`src/rtl/pipe_flow_ctrl.sv`:
```
// -----------------------------------------------------------------------------
// pipe_flow_ctrl
//
// Stall/flush sequencer for a 5-stage MIPS pipeline with exceptions and
// interrupts. Decides each cycle whether the F/D registers advance, whether
// a bubble goes into E, whether every pipeline register is flushed for an
// exception, and where the next PC comes from. It also tracks how long the
// multi-cycle mult/div unit (MDU) stays busy.
//
// Ports
//   clk          rising-edge clock
//   reset        asynchronous, active-low reset (0 = reset)
//   D_rs/D_rt    register fields of the instruction in D
//   D_rs_use0    D instruction reads rs in D (branch/jr)
//   D_rt_use0    D instruction reads rt in D
//   D_md         D instruction uses the MDU (mult/div/mfhi/mflo/mthi/mtlo)
//   D_eret       D instruction is eret
//   E_load       E instruction is a load
//   E_wa         E destination register
//   E_md_start   E instruction starts the MDU
//   E_md_div     1 = div/divu, 0 = mult/multu (qualified by E_md_start)
//   E_mtc0_epc   E instruction writes EPC
//   M_mtc0_epc   M instruction writes EPC
//   req          CP0 exception/interrupt request for the M instruction
//   F_we         PC register enable
//   D_we         D pipeline register write enable
//   E_clr        clear E register (insert bubble)
//   flush_all    flush request to every pipeline register
//   npc_sel      0 = sequential/branch, 1 = exception entry, 2 = EPC
//   md_busy      MDU busy (includes the start cycle)
// -----------------------------------------------------------------------------
module pipe_flow_ctrl #(
    parameter int MULT_LAT = 5,
    parameter int DIV_LAT  = 10,
    parameter int CNT_W    = 4
) (
    input  logic       clk,
    input  logic       reset,
    input  logic [4:0] D_rs,
    input  logic [4:0] D_rt,
    input  logic       D_rs_use0,
    input  logic       D_rt_use0,
    input  logic       D_md,
    input  logic       D_eret,
    input  logic       E_load,
    input  logic [4:0] E_wa,
    input  logic       E_md_start,
    input  logic       E_md_div,
    input  logic       E_mtc0_epc,
    input  logic       M_mtc0_epc,
    input  logic       req,
    output logic       F_we,
    output logic       D_we,
    output logic       E_clr,
    output logic       flush_all,
    output logic [1:0] npc_sel,
    output logic       md_busy
);

    localparam logic [1:0] NPC_SEQ = 2'd0;
    localparam logic [1:0] NPC_EXC = 2'd1;
    localparam logic [1:0] NPC_EPC = 2'd2;

    typedef enum logic {
        RUN     = 1'b0,
        MD_BUSY = 1'b1
    } state_e;

    state_e           state_q, state_d;
    logic [CNT_W-1:0] cnt_q, cnt_d;

    logic busy_now;
    logic stall_ld, stall_md, stall_er, stall;

    // MD_BUSY is held exactly while the counter is non-zero, so the state bit
    // doubles as the (cnt != 0) term of md_busy.
    assign busy_now = (state_q == MD_BUSY) | E_md_start;

    assign stall_ld = E_load & (E_wa != 5'd0)
                    & ((D_rs_use0 & (D_rs == E_wa)) | (D_rt_use0 & (D_rt == E_wa)));
    assign stall_md = D_md & busy_now;
    assign stall_er = D_eret & (E_mtc0_epc | M_mtc0_epc);
    assign stall    = stall_ld | stall_md | stall_er;

    // Next-state for the MDU busy counter. An exception aborts any MDU op and
    // refuses a new one; a start is only taken from idle (the D_md stall keeps
    // a second MDU instruction out of E while busy).
    always_comb begin
        // NOTE: every variable gets a default first so no path infers a latch.
        cnt_d = cnt_q;
        if (req) begin
            cnt_d = '0;
        end else if (cnt_q != '0) begin
            cnt_d = cnt_q - CNT_W'(1);
        end else if (E_md_start) begin
            cnt_d = E_md_div ? CNT_W'(DIV_LAT) : CNT_W'(MULT_LAT);
        end
        state_d = (cnt_d != '0) ? MD_BUSY : RUN;
    end

    // NOTE: sequential state uses non-blocking assignments only; the reset is
    // asynchronous so the counter clears without waiting for a clock edge.
    always_ff @(posedge clk or negedge reset) begin
        if (!reset) begin
            cnt_q   <= '0;
            state_q <= RUN;
        end else begin
            cnt_q   <= cnt_d;
            state_q <= state_d;
        end
    end

    // Pipeline control: exception beats stall, stall beats eret redirect.
    // While reset is held every output sits at its idle value.
    always_comb begin
        F_we      = 1'b1;
        D_we      = 1'b1;
        E_clr     = 1'b0;
        flush_all = 1'b0;
        npc_sel   = NPC_SEQ;
        md_busy   = 1'b0;
        if (reset) begin
            md_busy = busy_now;
            if (req) begin
                flush_all = 1'b1;
                npc_sel   = NPC_EXC;
            end else if (stall) begin
                F_we  = 1'b0;
                D_we  = 1'b0;
                E_clr = 1'b1;
            end else if (D_eret) begin
                npc_sel = NPC_EPC;
            end
        end
    end

endmodule

```
`config.mk`:
```
export PLATFORM = sky130hd
export DESIGN_NAME = pipe_flow_ctrl
export DESIGN_NICKNAME = d
export VERILOG_FILES = /design/src/rtl/pipe_flow_ctrl.sv
export SDC_FILE = /design/constraint.sdc
export NUM_CORES = 1
export LEC_CHECK = 0
export ABC_CLOCK_PERIOD_IN_PS = 3200
export CORE_MARGIN = 2
export CORE_UTILIZATION = 33
export DETAILED_ROUTE_END_ITERATION = 10
export GPL_ROUTABILITY_DRIVEN = 0
export PLACE_DENSITY = 0.76
export SETUP_SLACK_MARGIN = 0.02
export SYNTH_ARGS = -nofsm -noshare
export SYNTH_HDL_FRONTEND = slang
export SYNTH_SLANG_ARGS = --single-unit
```
`constraint.sdc`:
```
create_clock -name clk -period 3.2 [get_ports clk]
set_clock_uncertainty 0.15 [all_clocks]
set_input_delay 0.96 -clock clk [delete_from_list [all_inputs] [get_ports clk]]
set_output_delay 0.96 -clock clk [all_outputs]
set_load 0.05 [all_outputs]
```
==> flow_summary_export.csv, run 1 <==
group,metric,value,unit
run_status,outcome,"finished with violations",
run_status,violations,"negative setup slack",
worst_setup_path,critPathTopFamily,"simple AND/OR/NAND/NOR gates",
detailed_routing,drt-vias-per-instance,4.992,
synth,syn_avg_cell_area,8.249,um^2
placed_design,port_buffers,33,
floorplan,initial_utilization,36.49,%
clock_network,clockBufferDepth,2,
floorplan,io-pin-count,34,
detailed_routing,wl_per_cell,13.61,um
detailed_routing,routed-via-count,604,
floorplan,dieArea,1798,um^2
global_route,gr-total-overflow,0,
global_route,grtUsageTotal,20.64,%
layout,nets,135,
pwr,seqPwrFrac,25.5,%
global_route,antenna_found_initial,0,
flow_run,cap_violations,0,
worst_setup_path,critPathCaptureType,"output pin",
synth,yosys_register_bits,5,
clock_network,ctsHtreeMaxLevel,1,
placed_design,dp.cells,116,
pwr,combPwrFrac,58.3,%
layout,syn_to_final_growth,117.0,%
synth,synth_area,486.7,um^2
clock_network,cts_hold_buf,0,
layout,final_cells,121,
floorplan,core,1334,um^2
clock_network,clock_latency,0.24,ns
pwr,p_per_area,425.8,nW/um^2
timing,max_freq,303.7,MHz
pwr,internal_power,0.0002808,W
layout,diodes,0,
worst_setup_path,crit_chain,"buf_6, or4_4, o21ai_4, nor2_4, a21oi_4, buf_12",
global_route,grt_max_degree,9,
worst_setup_path,crit_required,2.09,ns
detailed_routing,antenna_left,0,
synth,yosysSeqAreaShare,25.71,%
worst_setup_path,critPathKind,"in2out",
detailed_routing,initialDrtViolationCount,5,
floorplan,chipWidth,42.41,um
clock_network,clockRootBuffer,"clkbuf_4",
detailed_routing,drc,0,
pwr,p_sw,0.0001689,W
synth,syn_inst,59,
global_route,grt_pass1_wl,2.732,mm
clock_network,clock_sinks,5,
pwr,ir_drop,332.8,uV
synth,yosysUniqueCellTypes,25,
timing,min_period,3.293,ns
timing,finalSetupTns,-0.3119,ns
synth,yosys_warnings,0,
timing,tightestPinTransition,0.2813,ns
layout,drive_gt1_share,35.85,%
placed_design,dp_hpwl,1.360,mm
timing,period_share,102.9,%
placed_design,pre_cts_ws,-0.4637,ns
worst_setup_path,slowest_delay,0.53,ns
timing,max-slew-margin-rel,81.13,%
timing,finalSetupViolCount,4,
floorplan,fp-row-count,13,
worst_setup_path,path_buf_inv,2,
timing,timing.final.max_slew_violations,0,
worst_setup_path,cp_max_fo,2,
detailed_routing,routed_wl,1.647,mm
floorplan,dieHeight,42.41,um
pwr,swShare,37.55,%
pwr,power_frac_clock,16.2,%
timing,finalHoldViolations,0,
clock_network,numCtsBuffers,3,
timing,rsz0062_at_grt,"yes",
detailed_routing,first_pass_iters,3,
worst_setup_path,cp-start-kind,"primary input",
timing,worst_slack,-0.09251,ns
clock_network,cts.reportedPaths.clkPinSlew,0.04,ns
worst_setup_path,critPathSlowestCell,"or4_4",
clock_network,cts_tree,"yes",
synth,syn_nets,87,
global_route,grt_pass1_vias,607,
pwr,leakage,0.4672,nW
hold_path,hp-class,"reg2reg",
worst_setup_path,cp.arrival,2.18,ns
## stage by stage
| step | hold WS, ns | area, um^2 | util [%] | power, W |
|---|---|---|---|---|
| floorplan | 0.3324 | 523.0 | - | 0.0002680 |
| global placement | 0.3826 | 1006 | 75.42 | 0.0003656 |
| detailed placement | 0.3739 | 1006 | 75.42 | 0.0003743 |
| CTS | 0.3828 | 1037 | 77.77 | 0.0004502 |
| global route | 0.4253 | 1056 | 79.17 | 0.0004848 |
| finish | 0.3822 | 1056 | 79.17 | 0.0004497 |
## cell usage in the layout (no fill, tap or decap), types with 2 or more instances in the layout
master | synthesis | layout
buf_6 | 0 | 3
o21a_1 | 2 | 2
clkdlybuf4s50_1 | 0 | 10
a211oi_1 | 4 | 4
inv_1 | 4 | 4
dlymetal6s2s_1 | 0 | 2
buf_12 | 0 | 7
o21ai_1 | 1 | 2
nand4_1 | 3 | 3
xnor2_1 | 10 | 10
dlygate4sd2_1 | 0 | 10
nor2b_1 | 4 | 4
dfrtp_1 | 5 | 5
a21oi_4 | 0 | 2
buf_4 | 2 | 11
clkbuf_4 | 0 | 3
buf_2 | 0 | 2
nand2_1 | 3 | 2
## logic make-up after synthesis
group | count (synthesis) | share of synthesized area, %
AND/OR/NAND/NOR | 21 | 26.48
AO/OA/AOI/OAI | 16 | 21.08
XOR/XNOR | 10 | 17.99
buffers and inverters | 6 | 6.168
flip-flops | 5 | 25.71
adder cells (fa/ha/maj) | 1 | 2.570
## synthesized netlist by cell type, drive strengths merged
library cell | instances | area [um^2]
dfrtp | 5 | 125.1
xnor2 | 10 | 87.58
a211oi | 4 | 30.03
buf | 2 | 15.01
a21o | 1 | 7.510
ha | 1 | 12.51
a21oi | 3 | 15.01
and2 | 2 | 12.52
nand2 | 3 | 11.26
or3b | 1 | 11.26
or4 | 2 | 15.01
nor3 | 1 | 10.01
nor2 | 2 | 7.510
o22ai | 1 | 6.260
nor2b | 4 | 25.02
o21a | 2 | 15.01
o21ai | 4 | 20.01
nand2b | 1 | 6.260
nand3 | 1 | 5.000
o31a | 1 | 8.760
inv | 4 | 15.01
or3 | 1 | 6.260
nand4 | 3 | 18.77
## routing by layer
metal  wire length, um  GRT usage, %
met1               710         24.08
met2               806         34.15
met3               106         4.310
met4                24         12.50
met5                 0             0
## flip-flops by register name, summed over array words and instances, names as in the netlist
register  flops
cnt_q         4
state_q       1
## power groups by stage
stage / clock (W) / sequential, W / combinational (W)
2_1_floorplan: 0 / 0.000108 / 0.000160
3_3_place_gp: 0 / 0.000113 / 0.000252
3_5_place_dp: 0 / 0.000114 / 0.000260
4_1_cts: 0.0000766 / 0.000114 / 0.000260
5_1_grt: 0.0000799 / 0.000120 / 0.000285
6_report: 0.0000728 / 0.000115 / 0.000262
## what timing repair did
| action | CTS | global route |
|---|---|---|
| gates resized for setup | 35 | 6 |
| pin swaps | 19 | 8 |
| cloned | 0 | 0 |
| setup buffers | 0 | 1 |
| endpoints found under the setup margin | 4 | 6 |
## cell type report
cell class,instances,area (um^2)
inverter,4,15.01
timing repair buffer,45,479.2
clock buffer,4,26.28
sequential,5,125.1
tap,15,18.77
multi-input combinational,48,391.6
fill,91,277.8
## final timing paths
| kind | start | to | slack (ns) | depth (start not counted) |
|---|---|---|---|---|
| min in group asynchronous | reset | cnt_q[0] | 0.89 | 2 |
| setup / recovery | E_wa[3] | D_we | -0.09 | 6 |
| hold reg to reg | cnt_q[0] | cnt_q[0] | 0.38 | 1 |
| max in group asynchronous | reset | cnt_q[1] | 1.89 | 2 |
| setup reg to reg | cnt_q[0] | state_q | 1.04 | 6 |
| hold / removal | cnt_q[0] | cnt_q[0] | 0.38 | 1 |
(Power assumes the default switching activity.)
==> inputs of run 2 (changes only) <==
CTS_CLUSTER_SIZE = 24   (was not set)
SLEW_MARGIN = 20   (was not set)
==> results of run 2 <==
Final layout, timing and power as in run 1 (identical DEF).
